$ cat src/rtl/reg_file_rw_if.sv
// Bus bundle for reg_file_rw: write port, read port and status strobes.
// master drives requests, slave is the register file.
interface reg_file_rw_if #(
    parameter int unsigned WIDTH = 8,
    parameter int unsigned AW    = 2
);
    logic             wr_en;
    logic [AW-1:0]    wr_addr;
    logic [WIDTH-1:0] wr_data;
    logic             rd_en;
    logic [AW-1:0]    rd_addr;
    logic [WIDTH-1:0] rd_data;
    logic             rd_valid;
    logic             addr_err;
    logic             busy;

    modport master (
        output wr_en, wr_addr, wr_data, rd_en, rd_addr,
        input  rd_data, rd_valid, addr_err, busy
    );

    modport slave (
        input  wr_en, wr_addr, wr_data, rd_en, rd_addr,
        output rd_data, rd_valid, addr_err, busy
    );
endinterface

$ cat src/rtl/reg_file_rw.sv
// Parametrised register file: independent write/read ports, registered read
// with valid strobe, optional write-to-read bypass, post-reset clear sequencer.
module reg_file_rw #(
    parameter int unsigned      WIDTH    = 8,
    parameter int unsigned      DEPTH    = 4,
    parameter logic [WIDTH-1:0] INIT_VAL = '0,
    parameter bit               BYPASS   = 1'b1
) (
    input  logic          clk,
    input  logic          rst,
    reg_file_rw_if.slave  bus
);
    localparam int unsigned   AW       = (DEPTH > 1) ? $clog2(DEPTH) : 1;
    localparam logic [AW:0]   DEPTH_W  = (AW+1)'(DEPTH);
    localparam logic [AW-1:0] LAST_PTR = AW'(DEPTH - 1);

    typedef enum logic [0:0] {
        S_CLEAR = 1'b0,
        S_READY = 1'b1
    } state_t;

    state_t           state, state_nx;
    logic [AW-1:0]    ptr, ptr_nx;
    logic [WIDTH-1:0] mem [DEPTH];

    logic             mem_we;
    logic [AW-1:0]    mem_waddr;
    logic [WIDTH-1:0] mem_wdata;

    logic [WIDTH-1:0] rd_data_nx;
    logic             rd_valid_nx;
    logic             addr_err_nx;
    logic             busy_nx;

    logic             wr_in_range;
    logic             rd_in_range;
    logic             same_addr;

    assign wr_in_range = ({1'b0, bus.wr_addr} < DEPTH_W);
    assign rd_in_range = ({1'b0, bus.rd_addr} < DEPTH_W);
    assign same_addr   = (bus.wr_addr == bus.rd_addr);

    // State, clear pointer and registered outputs
    always_ff @(posedge clk) begin
        if (rst) begin
            state        <= S_CLEAR;
            ptr          <= '0;
            bus.rd_data  <= '0;
            bus.rd_valid <= 1'b0;
            bus.addr_err <= 1'b0;
            bus.busy     <= 1'b1;
        end else begin
            state        <= state_nx;
            ptr          <= ptr_nx;
            bus.rd_data  <= rd_data_nx;
            bus.rd_valid <= rd_valid_nx;
            bus.addr_err <= addr_err_nx;
            bus.busy     <= busy_nx;
        end
    end

    // Storage is initialised by the clear sequencer rather than by reset
    always_ff @(posedge clk) begin
        if (!rst && mem_we) begin
            mem[mem_waddr] <= mem_wdata;
        end
    end

    // Next state, storage write port and next output values
    always_comb begin
        state_nx    = state;
        ptr_nx      = ptr;
        mem_we      = 1'b0;
        mem_waddr   = ptr;
        mem_wdata   = INIT_VAL;
        rd_data_nx  = bus.rd_data;
        rd_valid_nx = 1'b0;
        addr_err_nx = 1'b0;
        busy_nx     = 1'b0;

        case (state)
            S_CLEAR: begin
                mem_we = 1'b1;
                if (ptr == LAST_PTR) begin
                    state_nx = S_READY;
                    ptr_nx   = '0;
                    busy_nx  = 1'b0;
                end else begin
                    ptr_nx   = ptr + AW'(1);
                    busy_nx  = 1'b1;
                end
            end

            S_READY: begin
                mem_we      = bus.wr_en && wr_in_range;
                mem_waddr   = bus.wr_addr;
                mem_wdata   = bus.wr_data;
                addr_err_nx = (bus.wr_en && !wr_in_range) ||
                              (bus.rd_en && !rd_in_range);
                if (bus.rd_en) begin
                    rd_valid_nx = 1'b1;
                    if (!rd_in_range) begin
                        rd_data_nx = '0;
                    end else if (BYPASS && bus.wr_en && same_addr) begin
                        rd_data_nx = bus.wr_data;
                    end else begin
                        rd_data_nx = mem[bus.rd_addr];
                    end
                end
            end

            default: begin
                state_nx = S_CLEAR;
                ptr_nx   = '0;
                busy_nx  = 1'b1;
            end
        endcase
    end
endmodule
$ cat src/flat_wrapper.sv
// flat-port wrapper written by rule: the top's interface ports become plain ports
module reg_file_rw_flat 
#(
    parameter int unsigned      WIDTH    = 8,
    parameter int unsigned      DEPTH    = 4,
    parameter logic [WIDTH-1:0] INIT_VAL = '0,
    parameter bit               BYPASS   = 1'b1
)
  (clk, rst, bus_wr_en, bus_wr_addr, bus_wr_data, bus_rd_en, bus_rd_addr, bus_rd_data, bus_rd_valid, bus_addr_err, bus_busy);
  reg_file_rw_if #(.WIDTH(WIDTH)) bus_i ();
  input  logic clk;
  input  logic rst;
  input wire logic [$bits(bus_i.wr_en)-1:0] bus_wr_en;
  input wire logic [$bits(bus_i.wr_addr)-1:0] bus_wr_addr;
  input wire logic [$bits(bus_i.wr_data)-1:0] bus_wr_data;
  input wire logic [$bits(bus_i.rd_en)-1:0] bus_rd_en;
  input wire logic [$bits(bus_i.rd_addr)-1:0] bus_rd_addr;
  output wire logic [$bits(bus_i.rd_data)-1:0] bus_rd_data;
  output wire logic [$bits(bus_i.rd_valid)-1:0] bus_rd_valid;
  output wire logic [$bits(bus_i.addr_err)-1:0] bus_addr_err;
  output wire logic [$bits(bus_i.busy)-1:0] bus_busy;
  assign bus_i.wr_en = bus_wr_en;
  assign bus_i.wr_addr = bus_wr_addr;
  assign bus_i.wr_data = bus_wr_data;
  assign bus_i.rd_en = bus_rd_en;
  assign bus_i.rd_addr = bus_rd_addr;
  assign bus_rd_data = bus_i.rd_data;
  assign bus_rd_valid = bus_i.rd_valid;
  assign bus_addr_err = bus_i.addr_err;
  assign bus_busy = bus_i.busy;
  reg_file_rw #(.WIDTH(WIDTH), .DEPTH(DEPTH), .INIT_VAL(INIT_VAL), .BYPASS(BYPASS)) u_core (.clk(clk), .rst(rst), .bus(bus_i));
endmodule
$ cat config.mk
export PLATFORM = sky130hd
export DESIGN_NAME = reg_file_rw_flat
export DESIGN_NICKNAME = d
export VERILOG_FILES = /design/src/rtl/reg_file_rw_if.sv /design/src/rtl/reg_file_rw.sv /design/src/flat_wrapper.sv
export SDC_FILE = /design/constraint.sdc
export NUM_CORES = 1
export LEC_CHECK = 0
export CAP_MARGIN = 0
export CORE_MARGIN = 3
export CORE_UTILIZATION = 25
export DETAILED_ROUTE_END_ITERATION = 16
export HOLD_SLACK_MARGIN = 0.08
export SYNTH_ARGS = -nofsm -noshare
export SYNTH_HDL_FRONTEND = slang
export SYNTH_SLANG_ARGS = --single-unit
$ cat constraint.sdc
create_clock -name clk -period 2.38 [get_ports clk]
set_input_delay 0.357 -clock clk [delete_from_list [all_inputs] [get_ports clk]]
set_output_delay 0.357 -clock clk [all_outputs]
set_load 0.01 [all_outputs]
==> flow_metrics.tcl, run 1 <==
set metrics [dict create \
    cellPowerDensity_mw_per_mm2 748.5 \
    yosys_warnings 0 \
    ant_nets 0 \
    htreeDepth 2 \
    p_total_mw 1.802 \
    coreArea_mm2 0.007370 \
    cts_buffer_depth 2 \
    cts_root_buf "clkbuf_8" \
    finalCoreUtilization 0.3267 \
    clkTransAtPathRegs_ns 0.08 \
    area_delta_synth_final_pct 24.69 \
    n_antenna_cell 0 \
    fillers 729 \
    numClockSinks 45 \
    fin_setup_tns_ns 0 \
    die_h_um 93.88 \
    arrival_ns 2.12 \
    cts_tree "yes" \
    ys_types 28 \
    hold_buffers 0 \
    yosysMostFrequentCell "edfxtp_1" \
    drt_iter0_drc 86 \
    antenna_found_initial 0 \
    cts_buffers 5 \
    fin_cells 265 \
    ys_async_sr_fraction 0 \
    timing.hold.ws_ns 0.4959 \
    route.detailed.drc 0 \
    critPathMaxFanout 10 \
    pre_cts_ws_ns 0.2835 \
    max_freq_mhz 520.4 \
    synth_top_area_frac 0.4977 \
    finalInstanceArea_mm2 0.002407 \
    seq_area_frac_synth 0.6325 \
    maxSlewViolCount 0 \
    setup_viol 0 \
    synth_top_area_cell "edfxtp_1" \
    crit_type "reg -> reg" \
    tightestPinTransition_ns 0.6014 \
    critPathCaptureType "flop" \
    hp-class "reg -> reg" \
    synth-seq-cells 45 \
    grt_max_degree 18 \
    vias_per_cell 4.423 \
    netlist_instances 132 \
    routed_wl_um 3955 \
    grtUsageTotal 0.09472 \
    cts_resized 0 \
    postSynthAreaPerCell_um2 14.63 \
    drive_gt1_frac 0.1867 \
    syn_nets 149 \
    die_x_um 93.88 \
    core.rowCount 31 \
    hold_viol 0 \
    dieArea_mm2 0.008813 \
    fin_worst_skew_ns 0.005086 \
    crit_path_start_kind "flop" \
    ir_drop_mv 0.2611 \
    io_pins 27 \
    p_leak_nw 0.7755 \
    slew_headroom 0.5991 \
    required_ns 2.58 \
    syn_area_mm2 0.001931 \
    rsz0062_at_grt "no" \
    dp.cells 257 \
    max-cap-violations 0 \
    dpl.hpwl_um 2798 \
    post_drt_wl_per_cell_um 14.92 \
    min_period_ns 1.922 \
    synth_edf_count 32 \
    layout_worst_path_cycle_share 0.8074 \
    start_util 0.2620 \
    post_cts_buffers 0 \
    dpl_cell_area_mm2 0.002327 \
    grt_pass1_vias 1211 \
    grt-ovfl-total 0 \
    place.gp.congestion 0.7283 \
    synthTopCellsByArea "edfxtp_1, dfxtp_1, mux4_2" \
    synthFlopType "edfxtp_1" \
    synth_common_cells "edfxtp_1, dfxtp_1, nor2_1, and2_1" \
    grt_pass1_wl_um 6182 \
    vias 1172 \
    drt-pass1-iter-count 4 \
    portBuffers 25 \
    status "completed" \
    num-nets-final 182 \
    insertion_delay_ns 0.29 \
    worst_slack_ns 0.4585 \
]
## flip-flops by register name, indices dropped and copies added (netlist names)
signal and flops:
u_core.state 1, u_core.bus.rd_valid 1, u_core.bus.rd_data 8, u_core.bus.busy 1, u_core.mem 32, u_core.ptr 2
## path summary, 6_finish.rpt
path	slack, ns	start	to	cells after the start
max	0.46	u_core.state$_SDFF_PP0_	u_core.bus.rd_data[3]$_SDFFE_PP0P_	4
min	0.50	u_core.bus.rd_data[0]$_SDFFE_PP0P_	u_core.bus.rd_data[0]$_SDFFE_PP0P_	2
max reg2reg	0.46	u_core.state$_SDFF_PP0_	u_core.bus.rd_data[3]$_SDFFE_PP0P_	4
min reg2reg	0.50	u_core.bus.rd_data[0]$_SDFFE_PP0P_	u_core.bus.rd_data[0]$_SDFFE_PP0P_	2
## worst max-delay path, stage by stage, from the launching register on
cell and delay, ns:
dfxtp_1 0.58, mux2i_2 0.35, mux2i_2 0.47, o21ai_0 0.13
a311oi_1 0.29
## cell families (layout without fill, tap and decap cells)
logic type	Yosys count	in the layout	synth area share
flip-flops	45	45	0.6325
AND/OR/NAND/NOR	39	39	0.1056
AO/OA/AOI/OAI	21	21	0.08166
multiplexers	13	13	0.1257
buffers and inverters	10	44	0.02916
XOR/XNOR	2	2	0.01685
adder cells (fa/ha/maj)	1	1	0.006480
other	1	1	0.001942
## cell usage in the layout (no fill, tap or decap), types with 2 or more instances in the layout
cell,n
edfxtp_1,32
clkdlybuf4s50_1,25
nor2_1,13
dfxtp_1,13
buf_4,10
and2_1,9
mux4_2,8
o21ai_0,8
nand3_1,8
a311oi_1,8
clkbuf_8,5
nor2b_1,3
mux2i_1,2
nor3b_1,2
nor3_1,2
xor2_2,2
mux2i_2,2
clkbuf_1,2
## metal layers
metal  vias to the layer above  GRT usage  share of wire
li1                        565          -              -
met1                       570     0.1196           0.42
met2                        35     0.1573           0.51
met3                         2    0.03125          0.060
met4                         0    0.02166         0.0043
met5                         -          0              0
## power breakdown
group / internal, mW / switching [mW]
logic: 0.185 / 0.206
clock network: 0.204 / 0.231
registers: 0.936 / 0.0393
total: 1.33 / 0.476
## area by class of cell
type / count / area, um2 / share of cell area
Tap cell: 99 / 123.9 / 0.05146
Timing Repair Buffer: 35 / 325.3 / 0.1351
Inverter: 1 / 3.754 / 0.001559
Clock buffer: 7 / 76.32 / 0.03170
Multi-Input combinational cell: 77 / 653.1 / 0.2713
Clock inverter: 1 / 3.754 / 0.001559
Sequential cell: 45 / 1221 / 0.5073
Power figures use the tool's default switching activity.
==> inputs of run 2 (changes only) <==
==> constraint.sdc (replaced) <==
create_clock -name clk -period 1.9 [get_ports clk]
set_input_delay 0.285 -clock clk [delete_from_list [all_inputs] [get_ports clk]]
set_output_delay 0.285 -clock clk [all_outputs]
set_load 0.01 [all_outputs]
==> flow_metrics.tcl, run 2 (synthesis results as in run 1) <==
set metrics [dict create \
    start_util 0.2620 \
    hold_viol 0 \
    drive_gt1_frac 0.2428 \
    portBuffers 25 \
    slowest_stage "dfxtp_1" \
    min_period_ns 1.707 \
    setup_viol 0 \
    post_cts_buffers 0 \
    htreeDepth 2 \
    vias_per_cell 4.379 \
    status "completed" \
    fin_cells 272 \
    die_h_um 93.88 \
    post_drt_wl_per_cell_um 14.26 \
    routed_wl_um 3879 \
    grt-ovfl-total 0 \
    ant_nets 0 \
    dpl.hpwl_um 2859 \
    max_freq_mhz 585.8 \
    cpPeakStageDelay_ns 0.39 \
    dieArea_mm2 0.008813 \
    antenna_found_initial 0 \
    route.detailed.drc 0 \
    hold_buffers 0 \
    n_antenna_cell 0 \
    crit_path_start_kind "flop" \
    die_x_um 93.88 \
    insertion_delay_ns 0.29 \
    required_ns 1.91 \
    dpl_cell_area_mm2 0.002392 \
    largest_register_ffs 32 \
    dp.cells 264 \
    area_delta_synth_final_pct 31.11 \
    final_common_cell "edfxtp_1" \
    clkTransAtPathRegs_ns 0.08 \
    critPathCaptureType "flop" \
    critPathBufInv 2 \
    io_pins 27 \
    cellPowerDensity_mw_per_mm2 1015 \
    largest-register "u_core.mem" \
    cts_resized 0 \
    place.gp.congestion 0.7756 \
    layout_worst_path_cycle_share 0.8984 \
    fillers 721 \
    final_cell_mix "edfxtp_1, clkdlybuf4s50_1, buf_4" \
    arrival_ns 1.71 \
    path_cells "buf_4 > mux2i_1 > nor3b_2 > buf_4" \
    top_regs "u_core.mem x32, u_core.bus.rd_data x8, u_core.ptr x2" \
    coreArea_mm2 0.007370 \
    max-cap-violations 0 \
    crit_family "buffers and inverters" \
    grtUsageTotal 0.09334 \
    grt_pass1_wl_um 6058 \
    finalCoreUtilization 0.3435 \
    numClockSinks 45 \
    vias 1191 \
    core.rowCount 31 \
    cts_tree "yes" \
    p_leak_nw 0.8455 \
    critPathMaxFanout 13 \
    cts_buffers 5 \
    maxSlewViolCount 0 \
    cts_root_buf "clkbuf_8" \
    timing.hold.ws_ns 0.4979 \
    drt-pass1-iter-count 4 \
    grt_pass1_vias 1163 \
    multi_input_area_um2 658.1 \
    hp-class "reg -> reg" \
    drt_iter0_drc 51 \
    rsz0062_at_grt "no" \
    seq_area_mm2 0.001221 \
    finalInstanceArea_mm2 0.002531 \
    ir_drop_mv 0.3011 \
    cts_buffer_depth 2 \
    crit_path_frequent_cell "buf_4" \
    num-nets-final 189 \
    crit_type "reg -> reg" \
    fin_worst_skew_ns 0.009064 \
    p_total_mw 2.569 \
    grt_max_degree 18 \
]
run 2: tightest hold or removal path, delay by kind of cell, from the launching register on:
kind | cells | cell delay [ns]
DFF | 1 | 0.32
and+or+nand+nor | 1 | 0.09
AOI/OAI and AO/OA | 1 | 0.05
run 2: final timing paths:
check / startpoint / endpoint / slack, ns / cells after the start
worst max-delay path: u_core.state$_SDFF_PP0_ / u_core.mem[1][3]$_DFFE_PP_ / 0.19 / 4
worst min-delay path: u_core.bus.rd_data[0]$_SDFFE_PP0P_ / u_core.bus.rd_data[0]$_SDFFE_PP0P_ / 0.50 / 2
worst max register to register: u_core.state$_SDFF_PP0_ / u_core.mem[1][3]$_DFFE_PP_ / 0.19 / 4
worst min register to register: u_core.bus.rd_data[0]$_SDFFE_PP0P_ / u_core.bus.rd_data[0]$_SDFFE_PP0P_ / 0.50 / 2
run 2: stage by stage:
step                      setup TNS, ns  worst slack (ns)
final                                 0            0.1930
after global routing                  0           0.08564
after CTS                             0           0.08413
after detailed placement        -0.1598          -0.04645
after global placement         -0.07650          -0.01298
after floorplan                       0          0.002097
run 2: final cells by class:
cell class	instances	area share
sequential	45	0.4825
multi-input combinational	77	0.2600
timing repair buffer	42	0.1542
tap	99	0.04894
clock buffer	5	0.02719
clock inverter	3	0.02570
inverter	1	0.001483
run 2: where the power goes:
part | switching (mW) | internal, mW
Sequential | 0.0430 | 1.17
Combinational | 0.265 | 0.253
Clock | 0.313 | 0.522
run 2: per-layer routing:
layer,routed length (um),GRT usage
met5,0,0
met4,34,0.02527
met3,198,0.03365
met1,1670,0.1140
met2,1975,0.1555
